===== src/rtl/uart_boot_loader_if.sv =====
// Memory write bus between the boot loader (master) and the target memory (slave).
interface uart_boot_loader_if;
  logic [15:0] mem_addr;
  logic [7:0]  mem_data;
  logic        mem_write;
  logic        mem_req;
  logic        mem_done;

  modport master (output mem_addr, output mem_data, output mem_write, output mem_req,
                  input  mem_done);
  modport slave  (input  mem_addr, input  mem_data, input  mem_write, input  mem_req,
                  output mem_done);
endinterface


===== src/rtl/uart_boot_loader.sv =====
// UART 8N1 receiver plus framed image loader: A5, length (big-endian), data, checksum.
// Data bytes are written to memory through a req/done handshake.
module uart_boot_loader #(
  parameter int unsigned CLK_FREQ  = 27000000,
  parameter int unsigned BAUD      = 115200,
  parameter logic [15:0] BASE_ADDR = 16'h0000,
  parameter int unsigned MAX_SIZE  = 256
) (
  input  logic               clock,
  input  logic               reset,
  input  logic               uart_rx,
  uart_boot_loader_if.master mem,
  output logic               load_busy,
  output logic               load_done,
  output logic               load_error
);
  localparam int unsigned DIV   = CLK_FREQ / BAUD;
  localparam int unsigned HALF  = DIV / 2;
  localparam int unsigned CNT_W = (DIV > 2) ? $clog2(DIV) : 1;

  typedef enum logic [1:0] {RX_IDLE, RX_START, RX_DATA, RX_STOP} rx_state_e;
  typedef enum logic [2:0] {WAIT_HDR, LEN_HI, LEN_LO, DATA, CHK, DONE} fr_state_e;

  logic             rx_s1_q, rx_s2_q, rx_prev_q;
  rx_state_e        rx_st_q, rx_st_d;
  logic [CNT_W-1:0] cnt_q, cnt_d;
  logic [2:0]       bit_q, bit_d;
  logic [7:0]       shift_q, shift_d;
  logic [7:0]       rx_byte_q, rx_byte_d;
  logic             rx_valid_q, rx_valid_d;
  logic             stop_err_q, stop_err_d;

  fr_state_e        fr_q, fr_d;
  logic [15:0]      len_q, len_d, idx_q, idx_d, addr_q, addr_d;
  logic [7:0]       sum_q, sum_d, data_q, data_d, chk_byte_q, chk_byte_d;
  logic             chk_held_q, chk_held_d, pend_q, pend_d, req_q, req_d;
  logic             busy_q, busy_d, done_q, done_d, err_q, err_d;
  logic [15:0]      new_len;

  assign new_len = {len_q[15:8], rx_byte_q};

  // Bit-level receiver working on the synchronised line
  always_comb begin
    rx_st_d    = rx_st_q;
    cnt_d      = cnt_q;
    bit_d      = bit_q;
    shift_d    = shift_q;
    rx_byte_d  = rx_byte_q;
    rx_valid_d = 1'b0;
    stop_err_d = 1'b0;
    unique case (rx_st_q)
      RX_IDLE: if (rx_prev_q && !rx_s2_q) begin
        rx_st_d = RX_START;
        cnt_d   = '0;
      end
      RX_START: if (cnt_q == CNT_W'(HALF - 1)) begin
        cnt_d   = '0;
        bit_d   = 3'd0;
        rx_st_d = rx_s2_q ? RX_IDLE : RX_DATA;
      end else cnt_d = cnt_q + CNT_W'(1);
      RX_DATA: if (cnt_q == CNT_W'(DIV - 1)) begin
        cnt_d   = '0;
        shift_d = {rx_s2_q, shift_q[7:1]};
        bit_d   = bit_q + 3'd1;
        if (bit_q == 3'd7) rx_st_d = RX_STOP;
      end else cnt_d = cnt_q + CNT_W'(1);
      RX_STOP: if (cnt_q == CNT_W'(DIV - 1)) begin
        cnt_d   = '0;
        rx_st_d = RX_IDLE;
        if (rx_s2_q) begin
          rx_valid_d = 1'b1;
          rx_byte_d  = shift_q;
        end else stop_err_d = 1'b1;
      end else cnt_d = cnt_q + CNT_W'(1);
      default: rx_st_d = RX_IDLE;
    endcase
  end

  // Frame parser, write handshake and status flags
  always_comb begin
    fr_d       = fr_q;
    len_d      = len_q;
    idx_d      = idx_q;
    sum_d      = sum_q;
    chk_held_d = chk_held_q;
    chk_byte_d = chk_byte_q;
    pend_d     = pend_q;
    req_d      = req_q;
    addr_d     = addr_q;
    data_d     = data_q;
    done_d     = done_q;
    err_d      = err_q;

    if (req_q && mem.mem_done) begin
      req_d  = 1'b0;
      pend_d = 1'b0;
    end else if (pend_q && !req_q) begin
      req_d = 1'b1;
    end

    // A held checksum is only judged once the last write has finished
    if (fr_q == CHK && chk_held_q && !pend_q) begin
      chk_held_d = 1'b0;
      if (chk_byte_q == sum_q) fr_d = DONE;
      else begin
        err_d = 1'b1;
        fr_d  = WAIT_HDR;
      end
    end

    if (stop_err_q && fr_q != DONE) begin
      err_d      = 1'b1;
      fr_d       = WAIT_HDR;
      chk_held_d = 1'b0;
    end else if (rx_valid_q) begin
      unique case (fr_q)
        WAIT_HDR: if (rx_byte_q == 8'hA5) begin
          fr_d       = LEN_HI;
          err_d      = 1'b0;
          idx_d      = '0;
          sum_d      = '0;
          chk_held_d = 1'b0;
        end
        LEN_HI: begin
          len_d = {rx_byte_q, 8'h00};
          fr_d  = LEN_LO;
        end
        LEN_LO: begin
          len_d = new_len;
          if (32'(new_len) > MAX_SIZE) begin
            err_d = 1'b1;
            fr_d  = WAIT_HDR;
          end else if (new_len == 16'd0) fr_d = CHK;
          else fr_d = DATA;
        end
        DATA: if (pend_q) begin
          err_d = 1'b1;
          fr_d  = WAIT_HDR;
        end else begin
          data_d = rx_byte_q;
          addr_d = BASE_ADDR + idx_q;
          pend_d = 1'b1;
          sum_d  = sum_q + rx_byte_q;
          idx_d  = idx_q + 16'd1;
          if (idx_q + 16'd1 == len_q) fr_d = CHK;
        end
        CHK: if (!chk_held_q) begin
          chk_held_d = 1'b1;
          chk_byte_d = rx_byte_q;
        end
        default: ;
      endcase
    end

    done_d = done_q | (fr_d == DONE);
    busy_d = (fr_d inside {LEN_HI, LEN_LO, DATA, CHK}) | pend_d;
  end

  always_ff @(posedge clock or negedge reset) begin
    if (!reset) begin
      rx_s1_q    <= 1'b1;
      rx_s2_q    <= 1'b1;
      rx_prev_q  <= 1'b1;
      rx_st_q    <= RX_IDLE;
      cnt_q      <= '0;
      bit_q      <= '0;
      shift_q    <= '0;
      rx_byte_q  <= '0;
      rx_valid_q <= 1'b0;
      stop_err_q <= 1'b0;
      fr_q       <= WAIT_HDR;
      len_q      <= '0;
      idx_q      <= '0;
      sum_q      <= '0;
      chk_held_q <= 1'b0;
      chk_byte_q <= '0;
      pend_q     <= 1'b0;
      req_q      <= 1'b0;
      addr_q     <= '0;
      data_q     <= '0;
      busy_q     <= 1'b0;
      done_q     <= 1'b0;
      err_q      <= 1'b0;
    end else begin
      rx_s1_q    <= uart_rx;
      rx_s2_q    <= rx_s1_q;
      rx_prev_q  <= rx_s2_q;
      rx_st_q    <= rx_st_d;
      cnt_q      <= cnt_d;
      bit_q      <= bit_d;
      shift_q    <= shift_d;
      rx_byte_q  <= rx_byte_d;
      rx_valid_q <= rx_valid_d;
      stop_err_q <= stop_err_d;
      fr_q       <= fr_d;
      len_q      <= len_d;
      idx_q      <= idx_d;
      sum_q      <= sum_d;
      chk_held_q <= chk_held_d;
      chk_byte_q <= chk_byte_d;
      pend_q     <= pend_d;
      req_q      <= req_d;
      addr_q     <= addr_d;
      data_q     <= data_d;
      busy_q     <= busy_d;
      done_q     <= done_d;
      err_q      <= err_d;
    end
  end

  assign mem.mem_addr  = addr_q;
  assign mem.mem_data  = data_q;
  assign mem.mem_req   = req_q;
  assign mem.mem_write = req_q;
  assign load_busy     = busy_q;
  assign load_done     = done_q;
  assign load_error    = err_q;
endmodule


===== src/flat_wrapper.sv =====
// flat-port wrapper written by rule: the top's interface ports become plain ports
module uart_boot_loader_flat 
#(
  parameter int unsigned CLK_FREQ  = 27000000,
  parameter int unsigned BAUD      = 115200,
  parameter logic [15:0] BASE_ADDR = 16'h0000,
  parameter int unsigned MAX_SIZE  = 256
)
  (clock, reset, uart_rx, load_busy, load_done, load_error, mem_mem_addr, mem_mem_data, mem_mem_write, mem_mem_req, mem_mem_done);
  uart_boot_loader_if mem_i ();
  input  logic clock;
  input  logic reset;
  input  logic uart_rx;
  output logic load_busy;
  output logic load_done;
  output logic load_error;
  output wire logic [$bits(mem_i.mem_addr)-1:0] mem_mem_addr;
  output wire logic [$bits(mem_i.mem_data)-1:0] mem_mem_data;
  output wire logic [$bits(mem_i.mem_write)-1:0] mem_mem_write;
  output wire logic [$bits(mem_i.mem_req)-1:0] mem_mem_req;
  input wire logic [$bits(mem_i.mem_done)-1:0] mem_mem_done;
  assign mem_mem_addr = mem_i.mem_addr;
  assign mem_mem_data = mem_i.mem_data;
  assign mem_mem_write = mem_i.mem_write;
  assign mem_mem_req = mem_i.mem_req;
  assign mem_i.mem_done = mem_mem_done;
  uart_boot_loader #(.CLK_FREQ(CLK_FREQ), .BAUD(BAUD), .BASE_ADDR(BASE_ADDR), .MAX_SIZE(MAX_SIZE)) u_core (.clock(clock), .reset(reset), .uart_rx(uart_rx), .mem(mem_i), .load_busy(load_busy), .load_done(load_done), .load_error(load_error));
endmodule

===== config.mk =====
export PLATFORM = sky130hd
export DESIGN_NAME = uart_boot_loader_flat
export DESIGN_NICKNAME = d
export VERILOG_FILES = /design/src/rtl/uart_boot_loader_if.sv /design/src/rtl/uart_boot_loader.sv /design/src/flat_wrapper.sv
export SDC_FILE = /design/constraint.sdc
export NUM_CORES = 1
export LEC_CHECK = 0
export CAP_MARGIN = 20
export CORE_ASPECT_RATIO = 1.1
export CORE_MARGIN = 10
export CORE_UTILIZATION = 60
export CTS_BUF_LIST = sky130_fd_sc_hd__clkbuf_16
export DETAILED_ROUTE_END_ITERATION = 10
export PLACE_DENSITY = 0.8
export SLEW_MARGIN = 20
export SYNTH_ARGS = -nofsm -noshare
export SYNTH_HDL_FRONTEND = slang
export SYNTH_SLANG_ARGS = --single-unit

===== constraint.sdc =====
create_clock -name clock -period 2.79 [get_ports clock]
set_input_delay 0.837 -clock clock [delete_from_list [all_inputs] [get_ports clock]]
set_output_delay 0.837 -clock clock [all_outputs]
set_load 0.05 [all_outputs]

### Yosys cells after proc, flatten, opt, wreduce, memory -nomap -nowiden

Cells that the tools add are included.
W data, S select, Z words.

| storage, ports and cells | value |
|---|---|
| register bits after elaboration | 115 |
| input port bits | 4 |
| logic and storage cells | 146 |
| output and inout port bits | 29 |

| cells by class | value |
|---|---|
| bitwise gates (word level) | 6 |
| multiplexer cells | 58 |
| order comparisons | 1 |
| add/subtract/negate cells | 4 |
| equal/unequal tests | 26 |
| reduce and logical (&&, ||, !) cells | 27 |

Operators by type and width:

| kind | number |
|---|---|
| $pmux W16 S2 | 2 |
| $mux W8 | 5 |
| $mux W3 | 11 |
| $mux W16 | 2 |
| $mux W1 | 25 |
| $pmux W8 S3 | 1 |
| $add A16 B1 Y16 const B | 1 |
| $eq A16 B16 Y1 | 1 |
| $eq A8 B8 Y1 const B | 2 |
| $gt A16 B9 Y1 const B | 1 |
| $logic_not A16 Y1 | 1 |
| $pmux W8 S2 | 1 |
| $eq A3 B2 Y1 const B | 4 |
| $eq A3 B3 Y1 const B | 4 |
| $mux W2 | 6 |
| $ne A2 B1 Y1 const B | 6 |
| $pmux W3 S4 | 1 |
| $reduce_and A4 Y1 | 3 |
| $reduce_and A5 Y1 | 2 |
| $reduce_and A3 Y1 | 3 |
| $add A8 B1 Y8 const B | 1 |
| $add A8 B8 Y8 | 1 |
| $eq A8 B7 Y1 const B | 1 |
| $eq A8 B8 Y1 | 1 |
| 20 further kinds | 36 |

### Depth between registers and ports, before layout

Gate-level depths: netlist (run 1).

| logic depth | value |
|---|---|
| depth after elaboration | 12 |
| gate-level depth with buffers | 10 |
| mapped depth without buffers | 9 |

### Worst setup path before layout (run 1)

Ideal clock, no wire load.

| timing path | value |
|---|---|
| kind | flip-flop to flip-flop |
| from | reg u_core.idx_q[0] |
| to | reg u_core.busy_q (netlist: u_core.load_busy) |
| clock period less this slack | 2.556 ns |
| stages on the path, launching flop included | 9 |
| arrival | 2.416 ns |
| setup slack | 0.234 ns |
| required time | 2.650 ns |
| path buffers | 0 |
| library setup time | 0.140 ns |
| cell sequence | dfrtp_1 > ha_1 > nand4_2 > or4_4 > or4b_1 > a22oi_1 > nand4_1 > a211oi_1 > o221ai_1 |

| on the way | value |
|---|---|
| cells in the longest elaborated chain, start to end | 10 |
| elaborated cells on any way between the ends | 13 |

RTL lines:

| item | line | source |
|---|---|---|
| start: declaration | uart_boot_loader.sv:34 | `logic [15:0] len_q, len_d, idx_q, idx_d, addr_q, addr_d;` |
| start signal: assignment | uart_boot_loader.sv:197 | `idx_q <= idx_d;` |
| $add A16 B1 Y16 (*) | uart_boot_loader.sv:145 | `if (idx_q + 16'd1 == len_q) fr_d = CHK;` |
| $eq A16 B16 Y1 (*) | uart_boot_loader.sv:145 |  |
| $mux W3 (*) | uart_boot_loader.sv:145 |  |
| $mux W3 (*) | uart_boot_loader.sv:136 | `DATA: if (pend_q) begin` |
| $pmux W3 S4 (*) | uart_boot_loader.sv:116 | `unique case (fr_q)` |
| $mux W3 (*) | uart_boot_loader.sv:115 | `end else if (rx_valid_q) begin` |
| $mux W3 (*) | uart_boot_loader.sv:111 | `if (stop_err_q && fr_q != DONE) begin` |
| $eq A3 B1 Y1 (tied with other cells) | uart_boot_loader.sv:156 | `busy_d = (fr_d inside {LEN_HI, LEN_LO, DATA, CHK}) \| pend_d;` |
| $reduce_bool A4 Y1 (*) | uart_boot_loader.sv:156 |  |
| $or A1 B1 Y1 (*) | uart_boot_loader.sv:156 |  |
| via u_core.busy_d | uart_boot_loader.sv:37 | `logic busy_q, busy_d, done_q, done_d, err_q, err_d;` |
| end signal: assignment | uart_boot_loader.sv:205 | `busy_q <= busy_d;` |
| end: declaration | uart_boot_loader.sv:37 |  |

The timed path passes the listed nets; every way through them passes the cells marked *.
A chain may end at the register's enable or synchronous reset.

### Final worst setup path (run 1)

Same ends and word-level chain as after synthesis.

==> results of run 1 <==
==> worst paths after layout <==
check | from | endpoint | slack [ns]
worst min register to register | u_core.rx_s1_q | u_core.rx_s2_q | 0.35
worst min-delay path | u_core.rx_s1_q | u_core.rx_s2_q | 0.35
worst max register to register | u_core.idx_q[0] | u_core.load_busy | 0.08
max in group asynchronous | reset | u_core.rx_s1_q | 1.69
worst max-delay path | u_core.idx_q[0] | u_core.load_busy | 0.08
min in group asynchronous | reset | u_core.mem.mem_addr[4] | 0.40
==> per-stage QoR <==
step	hold slack, ns	setup slack [ns]
2_1_floorplan	0.345	0.234
3_3_place_gp	0.348	0.0867
3_5_place_dp	0.349	0.0746
4_1_cts	0.354	0.0454
5_1_grt	0.358	0.0266
6_report	0.353	0.0777
==> logic make-up after synthesis <==
logic type | synth area share (%)
compound gates | 13.6
simple gates | 21.2
xor+xnor | 5.37
buf+inv | 3.20
fa+ha+maj | 3.96
mux | 3.56
flops | 49.1
==> routing by layer <==
metal  part of all wire (%)  routed length [um]  global-route usage, %  up-vias
met5                      0                   0                      0        -
met4                    2.5                 365                   8.70        0
met3                    4.7                 685                   5.19       40
met2                     54                7840                   38.3      166
met1                     39                5760                   24.3     2390
li1                       -                   -                      -     2315
==> cells in the mapped netlist, drive strengths merged, types with 4 or more instances <==
cell type	n
xnor2	22
a22o	5
o21ai	63
mux2	15
nand2	169
nand3	20
xor2	14
mux2i	4
dfrtp	112
nand4	10
o31ai	11
and2	4
nor2	23
ha	17
or3	5
nor3	9
clkbuf	20
buf	9
inv	15
a21oi	15
nand2b	7
and3	5
nor2b	6
nor4	5
==> power groups by stage <==
stage,clock (mW),combinational [mW],sequential [mW]
2_1_floorplan,0,0.251,1.77
3_3_place_gp,0,0.337,1.78
3_5_place_dp,0,0.361,1.78
4_1_cts,2.18,0.363,1.75
5_1_grt,2.26,0.432,1.76
6_report,2.16,0.369,1.75
==> state kept, by name, summed over array words and instances (netlist names), 3 cells and up, named ones only <==
| signal | flops |
|---|---|
| u_core.chk_byte_q | 8 |
| u_core.fr_q | 3 |
| u_core.mem.mem_addr | 16 |
| u_core.bit_q | 3 |
| u_core.cnt_q | 8 |
| u_core.rx_byte_q | 8 |
| u_core.sum_q | 8 |
| u_core.idx_q | 16 |
| u_core.mem.mem_data | 8 |
| u_core.shift_q | 8 |
| u_core.len_q | 16 |
==> layout make-up <==
cell class	instances	share of cell area (%)
clock buffers	17	6.01
inverters	16	0.849
multi-input cells	476	39.8
repair buffers	62	8.21
well taps	117	2.07
flip-flops and latches	115	40.7
clock inverters	15	2.33
==> worst max-delay path: stages, from the launching register on <==
cell and delay (ns):
dfrtp_1 0.37, ha_2 0.25, nand4_2 0.13, or4_4 0.54, or4b_1 0.49, a22oi_1 0.18, nand4_1 0.21, a211oi_2 0.28
o221ai_1 0.13
==> flow_summary_export.csv, run 1 <==
group,metric,value,unit
clock_tree,path_clk_slew,0.05,ns
clock_tree,max-clock-path-buffers,2,
global_routing,grt_max_degree,50,
pwr,vdd_drop_max,0.000515,V
yosys,yosysTopAreaCellShare,47.8,%
layout,area_growth,20.6,%
pwr,p_sw,1.05,mW
clock_tree,cts_buffers,17,
placed_design,io_buffers,32,
clock_tree,tritoncts,"built",
yosys,synth_flop_cell,"dfrtp_1",
floorplan,design.core.area,0.00944,mm2
pwr,clkPwrFrac,50.4,%
placed_design,dp.cells,786,
pwr,swShare,24.6,%
layout,layout.nets,710,
timing,maxSlewViolCount,0,
timing,period_share,97.2,%
yosys,synthesis.nets,658,
timing,period_needed,2.71,ns
global_routing,first_global_vias,4775,
floorplan,die_area,0.0141,mm2
clock_tree,root_buffer,"clkbuf_16",
pwr,power_leakage,3.39,nW
timing,clock-skew-final,0.00739,ns
yosys,synthTopCellsByArea,"dfrtp_1 (48%), nand2_1 (11%), o21ai_0 (5.3%)",
detailed_routing,dr.pass1.iters,5,
layout,final_cells,818,
timing,maxSlewHeadroom,39.9,%
timing,finalSetupTns,0,ns
floorplan,die_w,114,um
layout,fillers,669,
floorplan,num_rows,37,
yosys,synth_edf_count,0,
detailed_routing,wl_per_cell,17.9,um
floorplan,die_h,124,um
layout,regArea,0.00288,mm2
layout,final_cell_mix,"nand2_1 (169), dfrtp_1 (112), o21ai_0 (62)",
detailed_routing,wl,14.7,mm
clock_tree,cts_resized,0,
worst_hold_path,min_path_type,"flip-flop to flip-flop",
yosys,yosysWarnings,0,
timing,hold_violations,0,
timing,worst_slew_pin_slew,0.896,ns
layout,stdcell_area,0.00708,mm2
yosys,netlist_instances,636,
critical_path,crit_arrival,2.99,ns
detailed_routing,final_antenna_net_count,0,
critical_path,path_class,"flip-flop to flip-flop",
pwr,p_int,3.23,mW
pwr,seqPwrFrac,40.9,%
timing,final-setup-viol-count,0,
layout,diodes,0,
run,cap_viol_max_count,0,
clock_tree,post_cts_buffers,0,
clock_tree,numClockSinks,115,
detailed_routing,routed_via_density,6.00,
global_routing,grt_pass1_wl,24.2,mm
yosys,syn_avg_cell_area,9.23,um2
global_routing,antenna_found_initial,0,
layout,multi_input_area,0.00282,mm2
floorplan,num_io_pins,33,
timing,fmax,369,MHz
critical_path,crit_required,3.06,ns
pwr,combPwrFrac,8.6,%
clock_tree,worstSkewPairLatency,0.41,ns
placed_design,hpwl,9.89,mm
detailed_routing,drc,0,
yosys,ys_types,63,
detailed_routing,drt-initial-drc-count,304,
placed_design,place_congestion,0.942,
yosys,ys_ff_latch,115,
critical_path,crit_path_start_kind,"flip-flop",
detailed_routing,vias,4911,
clock_tree,hold_buffers,0,
outcome,outcome,"complete, no violations",
floorplan,start_util,62.1,%
layout,final_common_cell,"nand2_1",
pwr,pwr_density_cell,604,mW/mm2
placed_design,place_area,0.00647,mm2
critical_path,rr_worst_depth,8,
yosys,synth_top_area_cell,"dfrtp_1",
global_routing,grt_use_total,21.5,%
layout,finalCoreUtilization,74.9,%
worst_hold_path,whs_path_depth,0,
critical_path,endpoint_kind,"flip-flop",
global_routing,grt_overflow,0,
yosys,ys_seq_area_share,49.1,%
pwr,finalPower,4.28,mW
clock_tree,ctsHtreeMaxLevel,4,
yosys,syn-cell-area,0.00587,mm2
layout,drive_above_1_share,13.3,%
timing,rsz0062_at_grt,"no",
yosys,async_reset_ff_share,100,%
critical_path,crit_path_max_fanout,6,
(Power assumes the default switching activity.)
==> inputs of run 2 (changes only) <==
--- a/config.mk
+++ b/config.mk
@@ -8,10 +8,10 @@
 export CAP_MARGIN = 20
 export CORE_ASPECT_RATIO = 1.1
 export CORE_MARGIN = 10
-export CORE_UTILIZATION = 60
+export CORE_UTILIZATION = 55
 export CTS_BUF_LIST = sky130_fd_sc_hd__clkbuf_16
 export DETAILED_ROUTE_END_ITERATION = 10
-export PLACE_DENSITY = 0.8
+export PLACE_DENSITY_LB_ADDON = 0.2
 export SLEW_MARGIN = 20
 export SYNTH_ARGS = -nofsm -noshare
 export SYNTH_HDL_FRONTEND = slang
==> flow_summary_export.csv, run 2 (synthesis results as in run 1) <==
group,metric,value,unit
outcome,outcome,"complete, no violations",
critical_path,r2r_end,"u_core.load_busy",
critical_path,endpoint_kind,"flip-flop",
detailed_routing,vias,4773,
clock_tree,cts_buffers,17,
detailed_routing,top_layer_used,"met4",
layout,stdcell_area,0.00706,mm2
layout,fillers,833,
worst_hold_path,min_path_type,"flip-flop to flip-flop",
placed_design,pre_cts_slack,0.0681,ns
detailed_routing,routed_via_density,5.68,
layout,final_common_cell,"nand2_1",
pwr,vdd_drop_max,0.000471,V
clock_tree,worstSkewPairLatency,0.41,ns
timing,final-setup-viol-count,0,
floorplan,die_w,118,um
clock_tree,max-clock-path-buffers,2,
detailed_routing,drc,0,
layout,final_cell_mix,"nand2_1 (169), dfrtp_1 (111), o21ai_0 (62)",
global_routing,first_global_vias,4768,
layout,drive_above_1_share,12.3,%
worst_hold_path,whs_path_depth,0,
clock_tree,tritoncts,"built",
layout,layout.nets,706,
detailed_routing,dr.pass1.iters,5,
clock_tree,ctsHtreeMaxLevel,4,
timing,fmax,371,MHz
timing,hold_violations,0,
detailed_routing,final_antenna_net_count,0,
critical_path,max_stage_delay,0.54,ns
global_routing,grt_max_degree,54,
floorplan,die_area,0.0152,mm2
clock_tree,path_clk_slew,0.06,ns
critical_path,critical_path.cell_chain,"ha_4 -> nand4_2 -> or4_4 -> or4b_1 -> a22oi_1 -> nand4_1 -> a211oi_2 -> o221ai_1",
placed_design,place_congestion,0.890,
floorplan,num_rows,39,
critical_path,crit_path_start_kind,"flip-flop",
timing,maxSlewViolCount,0,
placed_design,place_area,0.00643,mm2
clock_tree,numClockSinks,115,
global_routing,grt_overflow,0,
pwr,pwr_density_cell,611,mW/mm2
critical_path,crit_path_max_fanout,4,
placed_design,dp.cells,806,
global_routing,antenna_found_initial,0,
layout,area_growth,20.4,%
timing,whs,0.351,ns
floorplan,die_h,128,um
floorplan,num_io_pins,33,
detailed_routing,route.met2.wl,7.12,mm
timing,period_share,96.6,%
critical_path,critPathBufInv,0,
detailed_routing,wl,13.9,mm
critical_path,crit_required,3.05,ns
placed_design,hpwl,9.85,mm
critical_path,crit_arrival,2.96,ns
detailed_routing,dr_wl_met3,593,um
detailed_routing,wl_per_cell,16.6,um
timing,worst_slew_pin_slew,0.877,ns
layout,final_cells,840,
pwr,power_leakage,3.38,nW
critical_path,path_class,"flip-flop to flip-flop",
critical_path,slowest_stage,"or4_4",
critical_path,reg2reg_from,"u_core.idx_q[1]",
floorplan,design.core.area,0.0104,mm2
clock_tree,root_buffer,"clkbuf_16",
global_routing,grt_pass1_wl,23.7,mm
timing,maxSlewHeadroom,41.1,%
critical_path,r2r_slack,0.09,ns
run,cap_viol_max_count,0,
placed_design,io_buffers,32,
timing,clock-skew-final,0.00446,ns
floorplan,start_util,56.5,%
detailed_routing,drt-initial-drc-count,387,
timing,timing.final.ws_setup,0.0941,ns
worst_hold_path,hold_start,"u_core.rx_s1_q",
timing,period_needed,2.70,ns
critical_path,cp_top_family,"simple AND/OR/NAND/NOR gates",
critical_path,rr_worst_depth,8,
worst_hold_path,min_delay_worst_endpoint,"u_core.rx_s2_q",
detailed_routing,wl_met1,5.75,mm
global_routing,grt_use_total,19.0,%
layout,diodes,0,
layout,finalCoreUtilization,68.0,%
-- run 2: cell types whose count changed in the layout (fill, tap and decap cells not counted), moves of 2 or more --
cell,delta
clkinv_4,-2
buf_12,-2
buf_4,-2
inv_1,+3
-- run 2: worst register-to-register path, stage by stage, from the launching register on --
cell and delay, ns:
dfrtp_1 0.41, ha_4 0.17, nand4_2 0.11, or4_4 0.54, or4b_1 0.49, a22oi_1 0.17, nand4_1 0.23, a211oi_2 0.27
o221ai_1 0.14
-- run 2: worst max path at each step --
stage | startpoint | to | cells past startpoint
floorplan | u_core.idx_q[0] | u_core.load_busy | 8
global placement | u_core.idx_q[1] | u_core.load_busy | 8
detailed placement | u_core.idx_q[1] | u_core.load_busy | 8
CTS | u_core.idx_q[1] | u_core.load_busy | 8
global route | u_core.idx_q[1] | u_core.load_busy | 8
finish | u_core.idx_q[1] | u_core.load_busy | 8
-- run 2: area by class of cell --
| cell class | instances | area (um2) | share of cell area (%) |
|---|---|---|---|
| Sequential cell | 115 | 2880 | 40.8 |
| Clock buffer | 17 | 425 | 6.02 |
| Multi-Input combinational cell | 476 | 2820 | 39.9 |
| Clock inverter | 15 | 174 | 2.46 |
| Timing Repair Buffer | 58 | 526 | 7.44 |
| Tap cell | 143 | 179 | 2.53 |
| Inverter | 16 | 60.1 | 0.850 |
-- run 2: timing repair --
item                       in CTS  in global routing
setup endpoints to repair       0                  1
buffers inserted                0                  2
gates resized for setup         0                  4
hold buffers                    0                  0
-- run 2: per-layer routing --
layer  vias up  GRT usage [%]
met5         -              0
met4         0           8.77
met3        37           4.94
met2       118           32.5
met1      2311           22.3
li1       2307              -
-- run 2: per-stage QoR --
| stage | TNS [ns] | power (mW) |
|---|---|---|
| after floorplan | 0 | 2.02 |
| after global placement | 0 | 2.11 |
| after detailed placement | 0 | 2.13 |
| after CTS | 0 | 4.36 |
| after global routing | -0.108 | 4.50 |
| final | 0 | 4.31 |
-- run 2: power breakdown --
part	internal, mW	total, mW	switching [mW]	leakage (nW)
Clock	1.47	2.21	0.745	0.301
Sequential	1.71	1.75	0.0408	1.59
Combinational	0.118	0.349	0.232	1.49
==> inputs of run 3 (changes only) <==
==> constraint.sdc (replaced) <==
create_clock -name clock -period 2.6 [get_ports clock]
set_input_delay 0.78 -clock clock [delete_from_list [all_inputs] [get_ports clock]]
set_output_delay 0.78 -clock clock [all_outputs]
set_load 0.05 [all_outputs]
==> flow_summary_export.csv, run 3 (synthesis results as in run 1) <==
group,metric,value,unit
outcome,outcome,"complete, no violations",
pwr,power_leakage,3.45,nW
critical_path,path_class,"flip-flop to flip-flop",
detailed_routing,routed_via_density,5.66,
placed_design,place_congestion,0.903,
global_routing,grt_max_degree,63,
pwr,pwr_density_cell,618,mW/mm2
layout,final_cell_mix,"nand2_1 (168), dfrtp_1 (112), o21ai_0 (62)",
timing,final-setup-viol-count,0,
critical_path,crit_required,2.88,ns
floorplan,die_h,128,um
critical_path,crit_start,"u_core.idx_q[1]",
global_routing,grt_overflow,0,
timing,maxSlewViolCount,0,
critical_path,reg2reg_from,"u_core.idx_q[1]",
global_routing,grt_pass1_wl,24.1,mm
timing,clock-skew-final,0.00535,ns
timing,period_needed,2.55,ns
worst_hold_path,min_path_type,"primary input to asynchronous set/reset pin",
floorplan,num_io_pins,33,
clock_tree,numClockSinks,115,
timing,rsz0062_at_grt,"yes",
global_routing,grt_use_total,19.5,%
clock_tree,tritoncts,"built",
clock_tree,root_buffer,"clkbuf_16",
placed_design,hpwl,10.1,mm
detailed_routing,wl,14.4,mm
clock_tree,ctsHtreeMaxLevel,4,
critical_path,rr_worst_depth,8,
clock_tree,path_clk_slew,0.05,ns
pwr,vdd_drop_max,0.000501,V
floorplan,start_util,56.5,%
critical_path,crit_end,"u_core.load_busy",
detailed_routing,wl_per_cell,16.9,um
detailed_routing,dr.pass1.iters,4,
layout,drive_above_1_share,14.5,%
layout,layout.nets,720,
global_routing,first_global_vias,4863,
clock_tree,max-clock-path-buffers,2,
timing,hold_violations,0,
floorplan,die_area,0.0152,mm2
run,cap_viol_max_count,0,
critical_path,max_stage_delay,0.52,ns
detailed_routing,drc,0,
timing,maxSlewHeadroom,37.4,%
critical_path,r2r_slack,0.05,ns
floorplan,num_rows,39,
critical_path,slowest_stage,"or4_4",
layout,final_common_cell,"nand2_1",
floorplan,design.core.area,0.0104,mm2
critical_path,crit_path_start_kind,"flip-flop",
timing,fmax,392,MHz
pwr,finalPower,4.44,mW
critical_path,r2r_end,"u_core.load_busy",
timing,worst_slew_pin_slew,0.933,ns
critical_path,critical_path.cell_chain,"ha_4 -> nand4_4 -> or4_4 -> or4b_4 -> a22oi_2 -> nand4_1 -> a211oi_2 -> o221ai_1",
global_routing,antenna_found_initial,0,
timing,period_share,98.1,%
placed_design,io_buffers,32,
critical_path,endpoint_kind,"flip-flop",
critical_path,crit_path_max_fanout,5,
detailed_routing,final_antenna_net_count,0,
critical_path,crit_arrival,2.83,ns
layout,area_growth,22.4,%
floorplan,die_w,118,um
clock_tree,worstSkewPairLatency,0.42,ns
layout,diodes,0,
clock_tree,cts_buffers,17,
detailed_routing,vias,4832,
timing,finalSetupTns,0,ns
clock_tree,hold_buffers,0,
detailed_routing,drt-initial-drc-count,386,
## run 3: worst max-delay path: cells and delay by family (launching register included)
family                   cells  cell delay (ns)
AO/OA/AOI/OAI                3             0.51
adder cells (fa/ha/maj)      1             0.20
flip-flops                   1             0.41
AND/OR/NAND/NOR              4             1.29
## run 3: per-layer routing
metal	routed length, um	GRT usage (%)	vias up
li1	-	-	2331
met1	6120	22.5	2362
met2	7370	33.9	101
met3	452	3.98	38
met4	505	10.4	0
met5	0	0	-
## run 3: area by class of cell
type / count / area (um2)
Timing Repair Buffer: 72 / 656
Inverter: 16 / 60.1
Fill cell: 809 / 3210
Clock inverter: 15 / 125
Tap cell: 143 / 179
Clock buffer: 17 / 425
Sequential cell: 115 / 2880
Multi-Input combinational cell: 476 / 2860
## run 3: through the flow
step	hold slack (ns)	cell area, um2	utilization (%)	std cells	worst slack, ns
global placement	0.347	6570	63.2	821	0.00450
global route	0.318	7190	69.1	854	-0.0865
finish	0.293	7190	69.1	854	0.0482
detailed placement	0.348	6570	63.2	821	-0.117
floorplan	0.345	5870	-	636	0.0440
CTS	0.302	7140	68.7	853	0.0106
## run 3: repair_timing
| item | CTS | global route |
|---|---|---|
| pin swaps | 1 | 4 |
| gates resized for setup | 4 | 10 |
| hold endpoints to repair | 0 | 0 |
| buffers inserted | 0 | 1 |
| endpoints found under the setup margin | 3 | 5 |
## run 3: how the worst min path moves through the flow
stage                         startpoint  slack [ns]                      to
after floorplan           u_core.rx_s1_q        0.35          u_core.rx_s2_q
after global placement    u_core.rx_s1_q        0.35          u_core.rx_s2_q
after detailed placement  u_core.rx_s1_q        0.35          u_core.rx_s2_q
after CTS                          reset        0.30  u_core.mem.mem_addr[3]
after global routing               reset        0.32  u_core.mem.mem_addr[3]
final                              reset        0.29  u_core.mem.mem_addr[3]
## run 3: report_power, final
part | internal, mW | switching [mW]
sequential | 1.84 | 0.0415
combinational | 0.130 | 0.260
clock | 1.38 | 0.796
